`config.mk`:
```
export PLATFORM = sky130hd
export DESIGN_NAME = regfile_wb_unit_flat
export DESIGN_NICKNAME = d
export VERILOG_FILES = /design/src/rtl/regfile_wb_unit_pkg.sv /design/src/rtl/regfile_wb_unit_if.sv /design/src/rtl/regfile_wb_unit_fifo.sv /design/src/rtl/regfile_wb_unit.sv /design/src/flat_wrapper.sv
export SDC_FILE = /design/constraint.sdc
export NUM_CORES = 1
export LEC_CHECK = 0
export BUFFER_PORTS_ARGS = -buffer_cell sky130_fd_sc_hd__buf_2
export CORE_AREA = 5 5 217 156
export DETAILED_ROUTE_END_ITERATION = 7
export DIE_AREA = 0 0 222 161
export HOLD_SLACK_MARGIN = 0.06
export SYNTH_ARGS = -nofsm -noshare
export SYNTH_HDL_FRONTEND = slang
export SYNTH_SLANG_ARGS = --single-unit
```
`constraint.sdc`:
```
create_clock -name clk_i -period 5.3 [get_ports clk_i]
set_clock_uncertainty 0.05 [all_clocks]
set_input_delay 1.325 -clock clk_i [delete_from_list [all_inputs] [get_ports clk_i]]
set_output_delay 1.325 -clock clk_i [all_outputs]
set_load 0.01 [all_outputs]
```
`src/rtl/regfile_wb_unit_pkg.sv`:
```
// Shared types and constants for the register-file write-back unit.
package regfile_pkg;

    localparam int N        = 32;
    localparam int ADDRESS  = 5;
    localparam int M        = 2 ** ADDRESS;
    localparam int REG_ZERO = 0;

    typedef struct packed {
        logic [ADDRESS-1:0] addr;
        logic [N-1:0]       data;
    } wb_entry_t;

endpackage

```
`src/rtl/regfile_wb_unit_if.sv`:
```
// Issue, result and register-file write bus of the write-back unit.
interface regfile_wb_unit_if;
    import regfile_pkg::*;

    logic               issue_valid_i;
    logic [ADDRESS-1:0] issue_rd_addr_i;
    logic               issue_long_i;
    logic [ADDRESS-1:0] dec_rs1_addr_i;
    logic [ADDRESS-1:0] dec_rs2_addr_i;
    logic               issue_ready_o;
    logic               stall_o;
    logic               alu_valid_i;
    logic [ADDRESS-1:0] alu_rd_addr_i;
    logic [N-1:0]       alu_data_i;
    logic               alu_ready_o;
    logic               mem_valid_i;
    logic [ADDRESS-1:0] mem_rd_addr_i;
    logic [N-1:0]       mem_data_i;
    logic               mem_ready_o;
    logic [N-1:0]       rd_data_o;
    logic               rd_wr_o;
    logic [ADDRESS-1:0] rd_addr_o;

    modport master (
        output issue_valid_i, issue_rd_addr_i, issue_long_i, dec_rs1_addr_i, dec_rs2_addr_i,
        output alu_valid_i, alu_rd_addr_i, alu_data_i,
        output mem_valid_i, mem_rd_addr_i, mem_data_i,
        input  issue_ready_o, stall_o, alu_ready_o, mem_ready_o,
        input  rd_data_o, rd_wr_o, rd_addr_o
    );

    modport slave (
        input  issue_valid_i, issue_rd_addr_i, issue_long_i, dec_rs1_addr_i, dec_rs2_addr_i,
        input  alu_valid_i, alu_rd_addr_i, alu_data_i,
        input  mem_valid_i, mem_rd_addr_i, mem_data_i,
        output issue_ready_o, stall_o, alu_ready_o, mem_ready_o,
        output rd_data_o, rd_wr_o, rd_addr_o
    );

endinterface

```
`src/rtl/regfile_wb_unit_fifo.sv`:
```
// Synchronous FIFO holding memory results awaiting the register-file write port.
module wb_fifo
    import regfile_pkg::*;
#(
    parameter int DEPTH = 4
) (
    input  logic      clk_i,
    input  logic      rst_ni,
    input  logic      push,
    input  wb_entry_t push_entry,
    input  logic      pop,
    output logic      full,
    output logic      empty,
    output wb_entry_t head
);

    localparam int AW = $clog2(DEPTH);

    // One extra pointer bit distinguishes full from empty.
    logic [AW:0] wr_ptr;
    logic [AW:0] rd_ptr;
    wb_entry_t   store [DEPTH];

    always_ff @(posedge clk_i) begin
        if (!rst_ni) begin
            wr_ptr <= '0;
            rd_ptr <= '0;
        end else begin
            if (push) begin
                store[wr_ptr[AW-1:0]] <= push_entry;
                wr_ptr                <= wr_ptr + 1'b1;
            end
            if (pop) begin
                rd_ptr <= rd_ptr + 1'b1;
            end
        end
    end

    assign empty = (wr_ptr == rd_ptr);
    assign full  = (wr_ptr[AW] != rd_ptr[AW]) && (wr_ptr[AW-1:0] == rd_ptr[AW-1:0]);
    assign head  = store[rd_ptr[AW-1:0]];

endmodule

```
`src/rtl/regfile_wb_unit.sv`:
```
// Register-file write-port controller: ALU/memory arbitration plus pending-write scoreboard.
// Optional stall counter output enabled by defining REGFILE_WB_STALL_CNT_EN.
module regfile_wb_unit
    import regfile_pkg::*;
#(
    parameter int DEPTH = 4
) (
    input  logic              clk_i,
    input  logic              rst_ni,
    regfile_wb_unit_if.slave  bus
`ifdef REGFILE_WB_STALL_CNT_EN
    ,
    output logic [31:0]       stall_cnt_o
`endif
);

    logic      fifo_full;
    logic      fifo_empty;
    logic      fifo_push;
    logic      fifo_pop;
    wb_entry_t fifo_head;
    wb_entry_t mem_entry;
    logic      alu_sel;
    logic      issue_set;
    logic [M-1:0] pend;

    assign mem_entry.addr = bus.mem_rd_addr_i;
    assign mem_entry.data = bus.mem_data_i;

    // A full FIFO blocks both sources so its head can drain ahead of the ALU.
    assign bus.mem_ready_o = rst_ni && !fifo_full;
    assign bus.alu_ready_o = rst_ni && !fifo_full;

    assign fifo_push = bus.mem_valid_i && bus.mem_ready_o
                       && (bus.mem_rd_addr_i != ADDRESS'(REG_ZERO));
    assign alu_sel   = bus.alu_valid_i && bus.alu_ready_o;
    assign fifo_pop  = rst_ni && !fifo_empty && (fifo_full || !bus.alu_valid_i);

    wb_fifo #(.DEPTH(DEPTH)) u_fifo (
        .clk_i      (clk_i),
        .rst_ni     (rst_ni),
        .push       (fifo_push),
        .push_entry (mem_entry),
        .pop        (fifo_pop),
        .full       (fifo_full),
        .empty      (fifo_empty),
        .head       (fifo_head)
    );

    always_ff @(posedge clk_i) begin
        if (!rst_ni) begin
            bus.rd_wr_o   <= 1'b0;
            bus.rd_addr_o <= '0;
            bus.rd_data_o <= '0;
        end else if (alu_sel) begin
            bus.rd_wr_o <= (bus.alu_rd_addr_i != ADDRESS'(REG_ZERO));
            if (bus.alu_rd_addr_i != ADDRESS'(REG_ZERO)) begin
                bus.rd_addr_o <= bus.alu_rd_addr_i;
                bus.rd_data_o <= bus.alu_data_i;
            end
        end else if (fifo_pop) begin
            bus.rd_wr_o   <= 1'b1;
            bus.rd_addr_o <= fifo_head.addr;
            bus.rd_data_o <= fifo_head.data;
        end else begin
            bus.rd_wr_o <= 1'b0;
        end
    end

    assign bus.stall_o = bus.issue_valid_i && (pend[bus.dec_rs1_addr_i]
                                               | pend[bus.dec_rs2_addr_i]
                                               | pend[bus.issue_rd_addr_i]);
    assign bus.issue_ready_o = !bus.stall_o;

    assign issue_set = bus.issue_valid_i && bus.issue_ready_o && bus.issue_long_i
                       && (bus.issue_rd_addr_i != ADDRESS'(REG_ZERO));

    // The set is scheduled after the clear so a coinciding new long issue keeps its bit.
    always_ff @(posedge clk_i) begin
        if (!rst_ni) begin
            pend <= '0;
        end else begin
            if (fifo_pop) begin
                pend[fifo_head.addr] <= 1'b0;
            end
            if (issue_set) begin
                pend[bus.issue_rd_addr_i] <= 1'b1;
            end
        end
    end

`ifdef REGFILE_WB_STALL_CNT_EN
    always_ff @(posedge clk_i) begin
        if (!rst_ni) begin
            stall_cnt_o <= '0;
        end else if ((bus.stall_o || (bus.alu_valid_i && !bus.alu_ready_o))
                     && (stall_cnt_o != 32'hFFFF_FFFF)) begin
            stall_cnt_o <= stall_cnt_o + 32'd1;
        end
    end
`endif

endmodule

```
`src/flat_wrapper.sv`:
```
// flat-port wrapper written by rule: the top's interface ports become plain ports
module regfile_wb_unit_flat import regfile_pkg::*;
#(
    parameter int DEPTH = 4
)
  (clk_i, rst_ni, bus_issue_valid_i, bus_issue_rd_addr_i, bus_issue_long_i, bus_dec_rs1_addr_i, bus_dec_rs2_addr_i, bus_alu_valid_i, bus_alu_rd_addr_i, bus_alu_data_i, bus_mem_valid_i, bus_mem_rd_addr_i, bus_mem_data_i, bus_issue_ready_o, bus_stall_o, bus_alu_ready_o, bus_mem_ready_o, bus_rd_data_o, bus_rd_wr_o, bus_rd_addr_o);
  regfile_wb_unit_if bus_i ();
  input  logic clk_i;
  input  logic rst_ni;
  input wire logic [$bits(bus_i.issue_valid_i)-1:0] bus_issue_valid_i;
  input wire logic [$bits(bus_i.issue_rd_addr_i)-1:0] bus_issue_rd_addr_i;
  input wire logic [$bits(bus_i.issue_long_i)-1:0] bus_issue_long_i;
  input wire logic [$bits(bus_i.dec_rs1_addr_i)-1:0] bus_dec_rs1_addr_i;
  input wire logic [$bits(bus_i.dec_rs2_addr_i)-1:0] bus_dec_rs2_addr_i;
  input wire logic [$bits(bus_i.alu_valid_i)-1:0] bus_alu_valid_i;
  input wire logic [$bits(bus_i.alu_rd_addr_i)-1:0] bus_alu_rd_addr_i;
  input wire logic [$bits(bus_i.alu_data_i)-1:0] bus_alu_data_i;
  input wire logic [$bits(bus_i.mem_valid_i)-1:0] bus_mem_valid_i;
  input wire logic [$bits(bus_i.mem_rd_addr_i)-1:0] bus_mem_rd_addr_i;
  input wire logic [$bits(bus_i.mem_data_i)-1:0] bus_mem_data_i;
  output wire logic [$bits(bus_i.issue_ready_o)-1:0] bus_issue_ready_o;
  output wire logic [$bits(bus_i.stall_o)-1:0] bus_stall_o;
  output wire logic [$bits(bus_i.alu_ready_o)-1:0] bus_alu_ready_o;
  output wire logic [$bits(bus_i.mem_ready_o)-1:0] bus_mem_ready_o;
  output wire logic [$bits(bus_i.rd_data_o)-1:0] bus_rd_data_o;
  output wire logic [$bits(bus_i.rd_wr_o)-1:0] bus_rd_wr_o;
  output wire logic [$bits(bus_i.rd_addr_o)-1:0] bus_rd_addr_o;
  assign bus_i.issue_valid_i = bus_issue_valid_i;
  assign bus_i.issue_rd_addr_i = bus_issue_rd_addr_i;
  assign bus_i.issue_long_i = bus_issue_long_i;
  assign bus_i.dec_rs1_addr_i = bus_dec_rs1_addr_i;
  assign bus_i.dec_rs2_addr_i = bus_dec_rs2_addr_i;
  assign bus_i.alu_valid_i = bus_alu_valid_i;
  assign bus_i.alu_rd_addr_i = bus_alu_rd_addr_i;
  assign bus_i.alu_data_i = bus_alu_data_i;
  assign bus_i.mem_valid_i = bus_mem_valid_i;
  assign bus_i.mem_rd_addr_i = bus_mem_rd_addr_i;
  assign bus_i.mem_data_i = bus_mem_data_i;
  assign bus_issue_ready_o = bus_i.issue_ready_o;
  assign bus_stall_o = bus_i.stall_o;
  assign bus_alu_ready_o = bus_i.alu_ready_o;
  assign bus_mem_ready_o = bus_i.mem_ready_o;
  assign bus_rd_data_o = bus_i.rd_data_o;
  assign bus_rd_wr_o = bus_i.rd_wr_o;
  assign bus_rd_addr_o = bus_i.rd_addr_o;
  regfile_wb_unit #(.DEPTH(DEPTH)) u_core (.clk_i(clk_i), .rst_ni(rst_ni), .bus(bus_i));
endmodule
```
==> results of run 1 <==
## kinds of logic (layout without fill, tap and decap cells)
family | Yosys count | count (layout) | share of synthesized area (%)
mux | 116 | 116 | 17.4
other cells | 0 | 1 | 0
buf+inv | 54 | 192 | 2.91
simple gates | 147 | 147 | 7.92
fa+ha+maj | 5 | 5 | 0.614
compound gates | 125 | 125 | 11.7
flops | 226 | 226 | 58.9
xor+xnor | 7 | 7 | 0.602
## area by class of cell
class                           count  area (sq um)
Timing Repair Buffer              145           748
Inverter                            3          11.3
Sequential cell                   226          6010
Antenna cell                        1          2.50
Tap cell                          427           534
Fill cell                        2983         19600
Clock buffer                       34           689
Clock inverter                     10           104
Multi-Input combinational cell    400          3930
## final timing paths
kind	startpoint	endpoint	cells after the start
min reg2reg	u_core.bus.rd_data_o[9]	u_core.bus.rd_data_o[9]	1
min	u_core.bus.rd_data_o[9]	u_core.bus.rd_data_o[9]	1
max reg2reg	flop	u_core.pend[2]	5
max	bus_issue_rd_addr_i[1]	bus_stall_o	8
## report_power, final
part	switching, mW	leakage (nW)	internal (mW)
clock	0.678	0.380	1.00
sequential	0.0538	1.98	1.95
combinational	0.294	2.36	0.240
total	1.03	4.72	3.19
## placed cells by master (no fill, tap or decap), types with 9 or more instances in the layout
master and instances:
o211ai_1 33, nand2_1 56, mux2i_1 62, dfxtp_1 76, or3_1 35, o31ai_2 30
mux4_2 45, buf_4 9, o211a_1 38, edfxtp_1 148, clkbuf_16 25, buf_2 136
## sequential cells by signal, summed over array words and instances (netlist names), named ones only
signal and flops:
u_core.bus.rd_addr_o 5, u_core.bus.rd_data_o 32, u_core.bus.rd_wr_o 1, u_core.pend 32, u_core.u_fifo.rd_ptr 3, u_core.u_fifo.store 148
u_core.u_fifo.wr_ptr 3
## metal layers
layer	global-route usage, %	share of wire (%)
met5	0	0.13
met4	3.70	2.1
met3	2.76	6.1
met2	21.1	44
met1	21.0	48
==> reports/summary.txt, run 1 <==
Most used cell, CP = buf_2
Per-cell routed wire length = 20.9 um
LEAKAGE = 4.72 nW
Number of flops mapped to enable cells by yosys = 148
Status = finished, final reports clean
Seq cells post-synth = 226
GR Util All Layers = 14.1%
# DRC = 0
Nets = 900
Distinct cells, synth = 56
WP buf/inv = 2
RSZ-0062 raised after global routing = no
Commonest cells in the netlist = 148 x edfxtp_1, 78 x dfxtp_1, 62 x mux2i_1
Synthesized area = 10200 sq um
Initial antenna violation count = 3
Final Cell Area = 12000 sq um
Num CTS Buffers = 24
Slew HR = 22.8%
TritonCTS clock tree = built
Critical path's top delay family = multiplexers
Synth Flop Type = edfxtp_1
Initial core utilization = 32.2%
CP Launch Type = primary input
DR pass1 iterations = 5
Final min period = 4.63 ns
Tcrit/Tclk final = 87.4%
Post-place setup slack = 0.669 ns
Most numerous cell in the Yosys netlist = edfxtp_1
Slew Limit Fails = 0
Clock tree sinks = 226
Non-Filler Instances = 1246
Yosys warning count = 0
Fraction of layout cells with a size suffix above 1 = 32.9%
Hold Path Class = flop to flop
Die Span X = 222 um
Hold Slack = 0.443 ns
Clk_lat worst skew = 0.52 ns
Crit path DAT = 3.26 ns
Grt ovf = 0
Global-route wire length before repair = 39.6 mm
Max Freq = 216 MHz
Final hold vios = 0
Area leader, netlist = edfxtp_1
Port bufs = 136
CTS max path bufs = 3
Final Core Density = 38.0%
Mapped Cells = 680
Syn_nets = 780
Via Count = 6422
Setup TNS = 0 ns
Worst Max-Slew Pin Slew = 1.16 ns
Setup Fix Bufs, Post-CTS = 0
Delay of the slowest cell on the worst path = 0.56 ns
Root Buffer = clkbuf_16
Crit path kind = primary input to output port
Setup violators final = 0
Power Dens Cells = 350 nW/um^2
Ys async rst share = 0%
Largest net degree at the start of global routing = 83
Overall power = 4.22 mW
Synth-to-layout area growth = 18.1%
Post-CTS sizing = 0
DR vias/cell = 5.15
Crit path cell chain = buf_2, mux4_2, nand2_1, a21oi_1, nor4_4, o21ai_4, o31a_1, buf_2
FP Rows = 55
Gpl congestion = 0.913
Final WL = 26.1 mm
Crit Path Max Fanout = 16
Crit end category = output port
Post-detail-place hpwl = 17.2 mm
Seq/Total Area, Yosys = 58.9%
Synth top area cells = edfxtp_1 44%, dfxtp_1 15%, mux4_2 9.9%
Placed insts = 1201
Area share of the largest cell type after synthesis = 43.6%
H-tree Lvls = 1
Placed Area = 11200 sq um
Mean Syn Cell Area = 15.0 sq um
Die area = 35700 sq um
Detail Route Antenna Nets = 0
VDD IR max = 215 uV
CP max stage cell = mux4_2
Reg2Reg Setup Slack = 2.43 ns
DRT iter0 DRCs = 397
Core area = 31700 sq um
Die Y = 161 um
Vias in the first global route = 6446
Max-cap violations = 0
Hold-fix buffers, CTS = 0
I/O pin cnt = 137
Crit path setup slack, layout = 0.669 ns
CP Data Required Time = 3.92 ns
CTS clock-pin slew for the worst setup and hold paths = 0.06 ns
No activity file was read; power rests on OpenSTA's default activity.
==> inputs of run 2 (changes only) <==
--- a/config.mk
+++ b/config.mk
@@ -5,6 +5,7 @@
 export SDC_FILE = /design/constraint.sdc
 export NUM_CORES = 1
 export LEC_CHECK = 0
+export ABC_AREA = 1
 export BUFFER_PORTS_ARGS = -buffer_cell sky130_fd_sc_hd__buf_2
 export CORE_AREA = 5 5 217 156
 export DETAILED_ROUTE_END_ITERATION = 7
==> reports/summary.txt, run 2 <==
Global-route wire length before repair = 44.3 mm (+12%)
Reg-to-Reg Start = u_core.u_fifo.rd_ptr[0]
Gpl congestion = 0.923 (+1.1%)
Reg2reg end = u_core.u_fifo.store[0][15]
Clock tree sinks = 226 (unchanged)
Sw Ratio = 26.0% (+1.7 points)
WP buf/inv = 6 (+4)
DR vias/cell = 5.00 (-2.9%)
Vias in the first global route = 7757 (+20%)
Crit end category = output port
Yosys warning count = 0 (unchanged)
CP Depth = 15 (+7)
Die Span X = 222 um (unchanged)
I/O pin cnt = 137 (unchanged)
Fraction of layout cells with a size suffix above 1 = 17.5% (-15 points)
Tcrit/Tclk final = 84.8% (-2.6 points)
Crit path DAT = 3.12 ns (-0.14 ns)
Gate power share = 13.0% (+0.3 points)
Slew HR = 30.7% (+7.9 points)
RSZ-0062 raised after global routing = no
Root Buffer = clkbuf_16
Final WL = 28.1 mm (+7.8%)
Setup violators final = 0 (unchanged)
Commonest cells in the netlist = 195 x nand2_1, 148 x edfxtp_1, 119 x nor2_1
Most frequent cells in the layout = 194 x nand2_1, 148 x edfxtp_1, 136 x buf_2
Synth-to-layout area growth = 16.4%
GR Util All Layers = 15.3% (+1.2 points)
Synthesized area = 10300 sq um (+0.86%)
Area share of the largest cell type after synthesis = 43.2% (-0.37 points)
Clock share of power = 38.1% (-1.7 points)
Nets = 1292 (+44%)
Per-cell routed wire length = 17.2 um (-18%)
VDD IR max = 202 uV (-5.9%)
Synth Flop Type = edfxtp_1
FF-to-FF path depth = 8 (+3)
Final Core Density = 37.8% (-0.20 points)
Setup TNS = 0 ns (unchanged)
# DRC = 0 (unchanged)
Synth top area cells = edfxtp_1 43%, dfxtp_1 15%, nand2_1 7.1%
Most common cell after layout, fill and taps aside = nand2_1
Fill count = 3233 (+8.4%)
CTS max path bufs = 3 (unchanged)
Die area = 35700 sq um (unchanged)
Distinct cells, synth = 44 (-21%)
Most used cell, CP = nand2_1
Initial antenna violation count = 3 (unchanged)
Slew Limit Fails = 0 (unchanged)
Core area = 31700 sq um (unchanged)
Power Dens Cells = 337 nW/um^2 (-3.9%)
LEAKAGE = 4.83 nW (+2.4%)
Initial core utilization = 32.5% (+0.28 points)
Hold Slack = 0.428 ns (-0.0152 ns)
Crit path cell chain = buf_2, inv_1, nand2_2, inv_2, a21oi_1, nand2_1, nand2_1, nand2_1, clkinv_1, nand2_2, nor2_8, nand2_1, nand2_1, inv_1, buf_2
Final min period = 4.50 ns (-0.136 ns)
Largest register FFs = 148 (unchanged)
Ys async rst share = 0% (unchanged)
Reg2Reg Setup Slack = 2.70 ns (+0.27 ns)
DRT iter0 DRCs = 705 (+78%)
Num CTS Buffers = 23 (-4.2%)
Status = finished, final reports clean
Critical path origin = bus_issue_rd_addr_i[0]
Post-CTS sizing = 0 (unchanged)
CP Launch Type = primary input
Syn_nets = 1183 (+52%)
Worst Setup EP = bus_stall_o
CTS clock-pin slew for the worst setup and hold paths = 0.07 ns (about the same)
Most numerous cell in the Yosys netlist = nand2_1
Number of flops mapped to enable cells by yosys = 148 (unchanged)
Clk_lat worst skew = 0.52 ns (about the same)
Pint = 2.98 mW (-6.5%)
H-tree Lvls = 1 (unchanged)
Hold-fix buffers, CTS = 0 (unchanged)
Seq cells post-synth = 226 (unchanged)
Area leader, netlist = edfxtp_1
Psw = 1.05 mW (+2.1%)
Hold Path Class = flop to flop
Max-cap violations = 0 (unchanged)
Setup Fix Bufs, Post-CTS = 0 (unchanged)
Port bufs = 136 (unchanged)
CP Data Required Time = 3.92 ns (about the same)
Part of the power in registers = 48.9% (+1.4 points)
Detail Route Antenna Nets = 0 (unchanged)
Post-place setup slack = 0.781 ns (+0.112 ns)
DR pass1 iterations = 5 (unchanged)
FP Rows = 55 (unchanged)
Final hold vios = 0 (unchanged)
Non-Filler Instances = 1636 (+31%)
Critical path's top delay family = simple AND/OR/NAND/NOR gates
Via Count = 8185 (+27%)
Largest net degree at the start of global routing = 75 (-9.6%)
Crit path kind = primary input to output port
TritonCTS clock tree = built
Crit path setup slack, layout = 0.805 ns (+0.136 ns)
Delay of the slowest cell on the worst path = 0.36 ns (-0.20 ns)
Placed insts = 1594 (+33%)
Max Freq = 222 MHz (+3.0%)
Die Y = 161 um (unchanged)
Ant. Diodes = 0 (-1)
Worst Max-Slew Pin Slew = 1.04 ns (-0.118 ns)
Post-detail-place hpwl = 18.9 mm (+9.8%)
Grt ovf = 0 (unchanged)
CP max stage cell = nor2_8
Mean Syn Cell Area = 9.49 sq um (-37%)
Mapped Cells = 1083 (+59%)
Seq/Total Area, Yosys = 58.4% (-0.50 points)
Crit Path Max Fanout = 32 (+16)
run 2: worst min-delay path: cells and delay by family (launching register included):
family / cells / cell delay [ns]
flops: 1 / 0.31
compound gates: 2 / 0.13
run 2: power by group through the flow:
stage / registers (mW) / clock network, mW / logic, mW
2_1_floorplan: 2.02 / 0 / 0.325
3_3_place_gp: 2.01 / 0 / 0.519
3_5_place_dp: 2.01 / 0 / 0.525
4_1_cts: 1.97 / 1.59 / 0.528
5_1_grt: 1.98 / 1.66 / 0.590
6_report: 1.97 / 1.54 / 0.522
run 2: final cells by class:
class	instances	area [sq um]	share of cell area, %
clock buffer	30	612	5.11
clock inverter	12	92.6	0.774
inverter	81	309	2.58
multi-input combinational	709	3620	30.2
sequential	226	6010	50.2
tap	427	534	4.47
timing repair buffer	151	793	6.63
run 2: logic make-up after synthesis:
| kind of cell | after synthesis | synth area share (%) |
|---|---|---|
| simple gates | 452 | 19.1 |
| compound gates | 249 | 15.0 |
| flops | 226 | 58.4 |
| buf+inv | 148 | 6.67 |
| fa+ha+maj | 5 | 0.609 |
| xor+xnor | 3 | 0.256 |
run 2: worst min path at each step:
stage	startpoint	endpoint	slack, ns	cells past startpoint
2_1_floorplan	u_core.pend[0]	u_core.pend[0]	0.40	2
3_3_place_gp	u_core.pend[16]	u_core.pend[16]	0.41	2
3_5_place_dp	u_core.pend[21]	u_core.pend[21]	0.42	2
4_1_cts	u_core.pend[21]	u_core.pend[21]	0.43	2
5_1_grt	u_core.bus.rd_data_o[10]	u_core.bus.rd_data_o[10]	0.45	1
6_report	u_core.pend[23]	u_core.pend[23]	0.43	2
run 2: per-layer routing:
layer  track usage, %  part of all wire, %
met5                0                 0.12
met4             2.86                  1.6
met3             3.13                  6.3
met2             22.9                   43
met1             23.1                   49
run 2: per-stage QoR:
step                      area (sq um)  total power [mW]
after floorplan                  10300              2.35
after global placement           11300              2.53
after detailed placement         11300              2.53
after CTS                        12000              4.09
after global routing             12000              4.22
final                            12000              4.03
